**src/rtl/waypoint_sequencer_pkg.sv**
```systemverilog
// Shared types and defaults for the waypoint record/playback sequencer.
package waypoint_sequencer_pkg;

    localparam int COORD_W   = 8;
    localparam int DEF_DEPTH = 8;
    localparam int DEF_DWELL = 16;

    typedef enum logic [1:0] {
        S_IDLE,
        S_MOVE,
        S_DWELL
    } state_t;

    typedef struct packed {
        logic [COORD_W-1:0] x;
        logic [COORD_W-1:0] y;
        logic [COORD_W-1:0] z;
        logic [COORD_W-1:0] g;
    } pose_t;

endpackage

```
**src/rtl/waypoint_sequencer_axis_stepper.sv**
```systemverilog
// One axis position register: loads directly or steps one LSB toward target.
module axis_stepper
    import waypoint_sequencer_pkg::*;
(
    input  logic               clk,
    input  logic               rst,
    input  logic               load,
    input  logic [COORD_W-1:0] load_val,
    input  logic               step_en,
    input  logic [COORD_W-1:0] target,
    output logic [COORD_W-1:0] pos,
    output logic               eq
);

    assign eq = (pos == target);

    // Stepping only toward the target means the register can never wrap.
    always_ff @(posedge clk) begin
        if (rst) begin
            pos <= '0;
        end else if (load) begin
            pos <= load_val;
        end else if (step_en) begin
            if (pos < target) begin
                pos <= pos + 1'b1;
            end else if (pos > target) begin
                pos <= pos - 1'b1;
            end
        end
    end

endmodule

```
**src/rtl/waypoint_sequencer.sv**
```systemverilog
// Records manual poses and plays them back one LSB per step tick.
module waypoint_sequencer
    import waypoint_sequencer_pkg::*;
#(
    parameter int DEPTH = DEF_DEPTH,
    parameter int IDX_W = $clog2(DEPTH),
    parameter int DWELL = DEF_DWELL
) (
    input  logic               clk,
    input  logic               rst,
    input  logic               step_en,
    input  logic [COORD_W-1:0] man_x,
    input  logic [COORD_W-1:0] man_y,
    input  logic [COORD_W-1:0] man_z,
    input  logic [COORD_W-1:0] man_g,
    input  logic               rec,
    input  logic               play,
    input  logic               stop,
    input  logic               clear,
    input  logic               loop_en,
    output logic [COORD_W-1:0] out_x,
    output logic [COORD_W-1:0] out_y,
    output logic [COORD_W-1:0] out_z,
    output logic [COORD_W-1:0] out_g,
    output logic               busy,
    output logic               at_target,
    output logic [IDX_W-1:0]   wp_idx,
    output logic [IDX_W:0]     wp_count,
    output logic               full
);

    localparam int CNT_W = $clog2(DWELL + 1);

    pose_t            wp [DEPTH];
    pose_t            tgt;
    pose_t            man;
    state_t           state;
    logic [CNT_W-1:0] dwell_cnt;
    logic [3:0]       eq;
    logic             all_eq;
    logic             idle;
    logic             load;
    logic             step;
    logic             do_clear;
    logic             do_play;
    logic             do_rec;

    assign man    = '{x: man_x, y: man_y, z: man_z, g: man_g};
    assign tgt    = wp[wp_idx];
    assign all_eq = &eq;
    assign idle   = (state == S_IDLE);
    assign busy   = !idle;
    assign full   = (wp_count == (IDX_W+1)'(DEPTH));

    assign at_target = busy && all_eq;

    // clear always pairs with stop so an abort can also wipe the program
    assign do_clear = clear && (idle || stop);
    assign do_play  = idle && !stop && !clear && play
                      && (wp_count != '0);
    assign do_rec   = idle && !stop && !clear && !do_play
                      && rec && !full;

    assign load = idle;
    assign step = step_en && (state == S_MOVE) && !stop;

    axis_stepper u_x (
        .clk(clk), .rst(rst), .load(load), .load_val(man.x),
        .step_en(step), .target(tgt.x), .pos(out_x), .eq(eq[0])
    );
    axis_stepper u_y (
        .clk(clk), .rst(rst), .load(load), .load_val(man.y),
        .step_en(step), .target(tgt.y), .pos(out_y), .eq(eq[1])
    );
    axis_stepper u_z (
        .clk(clk), .rst(rst), .load(load), .load_val(man.z),
        .step_en(step), .target(tgt.z), .pos(out_z), .eq(eq[2])
    );
    axis_stepper u_g (
        .clk(clk), .rst(rst), .load(load), .load_val(man.g),
        .step_en(step), .target(tgt.g), .pos(out_g), .eq(eq[3])
    );

    // Waypoint storage is deliberately not reset; wp_count gates access.
    always_ff @(posedge clk) begin
        if (!rst && do_rec) begin
            wp[wp_count[IDX_W-1:0]] <= man;
        end
    end

    always_ff @(posedge clk) begin
        if (rst) begin
            state     <= S_IDLE;
            wp_idx    <= '0;
            wp_count  <= '0;
            dwell_cnt <= '0;
        end else begin
            if (do_clear) begin
                wp_count <= '0;
            end else if (do_rec) begin
                wp_count <= wp_count + 1'b1;
            end
            if (stop) begin
                state <= S_IDLE;
            end else begin
                unique case (state)
                    S_IDLE: begin
                        if (do_play) begin
                            wp_idx <= '0;
                            state  <= S_MOVE;
                        end
                    end
                    S_MOVE: begin
                        if (all_eq) begin
                            dwell_cnt <= '0;
                            state     <= S_DWELL;
                        end
                    end
                    S_DWELL: begin
                        if (dwell_cnt == CNT_W'(DWELL)) begin
                            if ({1'b0, wp_idx} < wp_count - 1'b1) begin
                                wp_idx <= wp_idx + 1'b1;
                                state  <= S_MOVE;
                            end else if (loop_en) begin
                                wp_idx <= '0;
                                state  <= S_MOVE;
                            end else begin
                                state <= S_IDLE;
                            end
                        end else if (step_en) begin
                            dwell_cnt <= dwell_cnt + 1'b1;
                        end
                    end
                    default: state <= S_IDLE;
                endcase
            end
        end
    end

endmodule

```
**config.mk**
```make
export PLATFORM = sky130hd
export DESIGN_NAME = waypoint_sequencer
export DESIGN_NICKNAME = d
export VERILOG_FILES = /design/src/rtl/waypoint_sequencer_pkg.sv /design/src/rtl/waypoint_sequencer_axis_stepper.sv /design/src/rtl/waypoint_sequencer.sv
export SDC_FILE = /design/constraint.sdc
export NUM_CORES = 1
export LEC_CHECK = 0
export CORE_MARGIN = 2
export CORE_UTILIZATION = 60
export CTS_CLUSTER_DIAMETER = 30
export CTS_CLUSTER_SIZE = 25
export DETAILED_ROUTE_END_ITERATION = 8
export HOLD_SLACK_MARGIN = 0.02
export PLACE_DENSITY_LB_ADDON = 0.05
export RECOVER_POWER = 50
export SLEW_MARGIN = 20
export SYNTH_ARGS = -nofsm -noshare
export SYNTH_HDL_FRONTEND = slang
export SYNTH_HIERARCHICAL = 1
export SYNTH_SLANG_ARGS = --single-unit
```
**constraint.sdc**
```tcl
create_clock -name clk -period 7.48 [get_ports clk]
set_input_delay 0.748 -clock clk [delete_from_list [all_inputs] [get_ports clk]]
set_output_delay 0.748 -clock clk [all_outputs]
set_load 0.1 [all_outputs]
```
# Yosys cells after proc, flatten, opt, wreduce, memory -nomap -nowiden
# Memory sizes are Yosys's and may differ from the RTL's. A register that Yosys moved wholly into a read port is not among the register bits.
# Index checks and enable logic that the tools add are counted.
[totals]
latchBits = 0
romBits = 0
word_cells = 118
out_inout_bits = 42
register_bits = 46
mem_count = 1
input_bits = 40
ramBits = 256
[op_classes]
shift = 0
order_cmp = 9
mul = 0
bitwise_logic = 1
n_reduce_logical = 38
add_sub_neg = 12
muxes = 35
eq_ne = 14
div_mod_pow = 0
[memory_table]
columns = ["name", "depth", "width", "read_ports", "rd_ports_with_merged_regs", "wr", "line", "rtl"]
rows = [
  ["wp", 8, 32, 1, 1, 1, "waypoint_sequencer.sv:34", "pose_t wp [DEPTH];"],
]
[op_table]
columns = ["operator", "n"]
rows = [
  ["8-bit two-way mux", 16],
  ["8-bit by 1-bit adder with 8-bit output (second input constant)", 4],
  ["8-bit == test", 4],
  ["8-bit greater-than comparator", 4],
  ["8-bit less-than comparator", 4],
  ["8-bit by 1-bit subtractor with 8-bit output (second input constant)", 4],
  ["3-bit two-way mux", 6],
  ["5-bit two-way mux", 3],
  ["1-bit logical AND", 12],
  ["3-bit nonzero test", 4],
  ["5-bit one-hot mux with 2 select lines", 1],
  ["5-bit AND reduction", 2],
  ["2-bit != test (second input constant)", 4],
  ["2-bit AND reduction", 4],
  ["1-bit zero test", 6],
  ["2-bit two-way mux", 3],
  ["2-bit one-hot mux with 3 select lines", 1],
  ["3-bit one-hot mux with 2 select lines", 1],
  ["2-bit nonzero test", 3],
  ["5-bit by 1-bit adder with 5-bit output (second input constant)", 1],
  ["5-bit == test (second input constant)", 1],
  ["4-bit by 1-bit adder with 4-bit output (second input constant)", 1],
  ["4-bit == test (second input constant)", 1],
  ["3-bit by 4-bit less-than comparator with 1-bit output", 1],
  ["14 further kinds", 18],
]

# Longest topological paths before layout
[logic_depth]
depth_word = 12
ltp_mapped = 17
ltp_nobuf = 15

# Cells and area by module
# The synthesis kept the hierarchy.
[modules_own_cells]
columns = ["mod", "cells_per_inst", "area_per_inst_um2", "seq_area_each_um2", "n_inst"]
rows = [
  ["waypoint_sequencer", 508, 10697.8, 8027.7, 1],
  ["axis_stepper", 104, 877.1, 160.2, 4],
]

# Least setup slack after synthesis
# Ideal clock, no wire load.
[synth_timing]
path_kind = "flip-flop to flip-flop"
from = "register wp_count[0]"
to = "memory wp[0][0] (netlist bit) (enable)"
setup_slack_ns = 1.222
path_stages_with_launch = 8
setup_ns = 0.502
arrival_ns = 5.757
n_path_buf = 1
required_ns = 6.978
synth_period_minus_slack_ns = 6.258
cell_sequence = "dfxtp_1 -> buf_2 -> inv_1 -> ha_1 -> and3b_1 -> a21oi_1 -> nand3_1 -> nor4_1"
[synth_between]
word_cells_on_any_way = 11
cone_classes = "eq/ne (1); mux (2); reduce/logical (8)"
[synth_rtl]
columns = ["element", "line", "rtl"]
rows = [
  ["start: declaration", "waypoint_sequencer.sv:28", "output logic [IDX_W:0] wp_count,"],
  ["start signal: assignment", "waypoint_sequencer.sv:101", "wp_count <= wp_count + 1'b1;"],
  ["4-bit == test", "waypoint_sequencer.sv:53", "assign full = (wp_count == (IDX_W+1)'(DEPTH));"],
  ["net full", "waypoint_sequencer.sv:29", "output logic full"],
  ["1-bit zero test", "waypoint_sequencer.sv:62", "&& rec && !full;"],
  ["1-bit logical AND", "waypoint_sequencer.sv:62", ""],
  ["1-bit logical AND", "waypoint_sequencer.sv:86", "if (!rst && do_rec) begin"],
  ["1-bit two-way mux", "waypoint_sequencer.sv:86", ""],
  ["1-bit two-way mux (implied by the code)", "waypoint_sequencer.sv:87", "wp[wp_count[IDX_W-1:0]] <= man;"],
  ["end: declaration", "waypoint_sequencer.sv:34", ""],
]
# The timed path passes the listed nets, and every way through them passes these cells.

==> results.cfg <==
[layout]
seq_area_um2 = 8670
layout-drive-gt1-share = 0.220
nets = 1157
fin_area_um2 = 17200
fin_util = 0.737
area_growth_pct = 21.1
layout.cells.non_filler = 1411
multi_input_area_um2 = 5230
diodes = 0
fillers = 1470

[cts]
postCtsResizedCells = 0
cts_root_buffer = clkbuf_16
clock-sinks = 305
cts_tree = done
ctsHtreeMaxLevel = 2
clock_latency_ns = 0.56
cts_buffers = 55
path_clk_slew_ns = 0.05
cts_hold_buf = 0
clock_path_buffers = 3
cts_setup_buffers = 0

[sta]
tns_ns = 0
hold_violations = 0
tightestPinTransition_ns = 1.02
setup_violations = 0
relSlewSlack = 0.321
fmax_ghz = 0.175
slew_violations = 0
finalCritPeriodShare = 0.762
finClkSkew_ns = 0.0165
holdWs_ns = 0.486
min_period_ns = 5.70
finalWorstSetupSlack_ns = 1.78
rsz0062_at_grt = no

[yosys]
synth_fp_nets = 1035
synth_ff_type = edfxtp_1
syn_inst = 924
synth_edf_count = 256
synth_cell_types = 64
postSynth.asyncResetShare = 0
synth_top_cell_by_area = edfxtp_1
synth.area.top_cells = edfxtp_1 (54%), mux4_2 (10%), dfxtp_1 (6.9%)
yosysSeqAreaShare = 0.610
avgSynthCellArea_um2 = 15.4
synth_warnings = 6
syn_area_um2 = 14200
ys_ff_latch = 305
yosysTopAreaCellShare = 0.541

[worst_setup_path]
cp_max_fo = 37
crit_type = reg2out
worst_setup_path_end_kind = output port
rrSetupSlack_ns = 2.54
required_ns = 6.73
cp_top_family = buffers and inverters
cp.arrival_ns = 4.95
crit_path_top_delay_cell = clkdlybuf4s50_1
critPathMaxStageDelay_ns = 1.14
startpoint_type = flop
r2r_cells = 16
crit_buf_inv = 3
r2r-end = u_z/pos[7]
path_cells = buf_4, mux4_2, mux2_2, inv_1, ha_1, nand4_1, nor2_1, nand4_1, nor2_1, clkdlybuf4s50_1

[grt]
track_usage = 0.250
grt_max_degree = 58
grt_antenna_before_repair = 0
grt_pass1_vias = 8402
grt_pass1_wl_um = 46800
grt_overflow_total = 0

[place]
dpl_worst_slack_ns = 2.14
dp_hpwl_um = 16900
dp.cells = 1307
gp_congestion = 0.784
place_area_um2 = 15400
port_buffers = 81

[route]
vias = 8382
drt_iter0_markers = 574
routed_wl_um = 29800
wl_per_cell_um = 21.1
drcViolationCount = 0
first_pass_iters = 5
ant_nets = 0
viasPerCell = 5.94

[hold_path]
holdPathStages = 2
hold_class = reg2reg
hold-path-endpoint = dwell_cnt[1]
hold_start = dwell_cnt[1]

[die]
initial_core_util = 0.609
dieArea_um2 = 24900
die_w_um = 158
pin_count = 82
dieHeight_um = 158
fp-row-count = 56
core_area_um2 = 23300

[power]
p_total_mw = 4.48
p_per_area_nw_per_um2 = 260
ir_drop_v = 0.000334
p_leak_nw = 6.23

[job]
cap_violations = 0

[outcome]
status = finished, final reports clean
==> flip-flops by register name (all words and copies together) (netlist names), named ones only <==
| register | count |
|---|---|
| wp | 256 |
| u_g/pos | 8 |
| u_x/pos | 8 |
| u_y/pos | 8 |
| u_z/pos | 8 |
| dwell_cnt | 5 |
| wp_count | 4 |
| wp_idx | 3 |
| state | 2 |
==> worst max path at each step <==
stage / from / endpoint / slack, ns / depth (start not counted)
floorplan: wp_count[0] / wp[0][0] / 1.22 / 7
global placement: flop / at_target / 2.19 / 9
detailed placement: flop / at_target / 2.14 / 9
CTS: flop / at_target / 1.53 / 10
global route: flop / at_target / 1.52 / 10
finish: flop / at_target / 1.78 / 10
==> layer usage <==
layer,share of wire,global-route usage
met3,0.057,0.0468
met4,0.018,0.0749
met1,0.42,0.329
met2,0.50,0.428
met5,0,0
==> where the power goes <==
part           internal (mW)  total [mW]  switching, mW  leakage [nW]
Sequential              1.85        1.87         0.0150          2.71
Combinational         0.0935       0.274          0.180          2.67
Clock                   1.45        2.34          0.889         0.858
==> cells in the mapped netlist (all sizes together), types with 6 or more instances <==
| master | number |
|---|---|
| edfxtp | 256 |
| mux2 | 32 |
| buf | 16 |
| a21oi | 46 |
| nand4 | 11 |
| nor3b | 10 |
| xor2 | 9 |
| inv | 49 |
| mux4 | 64 |
| nand2 | 31 |
| clkbuf | 9 |
| xnor2 | 18 |
| o21ai | 6 |
| nor2b | 6 |
| dfxtp | 49 |
| mux2i | 22 |
| ha | 67 |
| o211ai | 10 |
| o31ai | 11 |
| a21o | 13 |
| or3 | 6 |
| nor2 | 54 |
| nor3 | 8 |
| nand3 | 27 |
| a211oi | 21 |
==> kinds of logic after synthesis <==
family	share of synthesized area
simple gates	0.0669
fa+ha+maj	0.0646
compound gates	0.0744
buf+inv	0.0249
mux	0.142
flops	0.610
xor+xnor	0.0166
==> worst min-delay path, cell delays in order (launching register included) <==
cell and delay, ns:
dfxtp_1 0.33, nand2_1 0.06, a21oi_1 0.05
==> layout by cell type (no fill, tap or decap), types with 22 or more instances in the layout <==
| cell | count |
|---|---|
| mux2_2 | 32 |
| nor2_1 | 50 |
| nand3_1 | 27 |
| dfxtp_1 | 46 |
| a21oi_1 | 46 |
| mux4_2 | 64 |
| clkbuf_16 | 55 |
| mux2i_1 | 22 |
| nand2_1 | 31 |
| dlygate4sd3_1 | 67 |
| inv_1 | 49 |
| ha_1 | 67 |
| edfxtp_1 | 256 |
==> final cells by class <==
class                   instances  area share
multi-input cells             537       0.304
repair buffers                 94      0.0537
inverters                      53      0.0116
clock inverters                45      0.0225
clock buffers                  58      0.0807
well taps                     319      0.0232
flip-flops and latches        305       0.504
No activity file was read; power rests on OpenSTA's default activity.
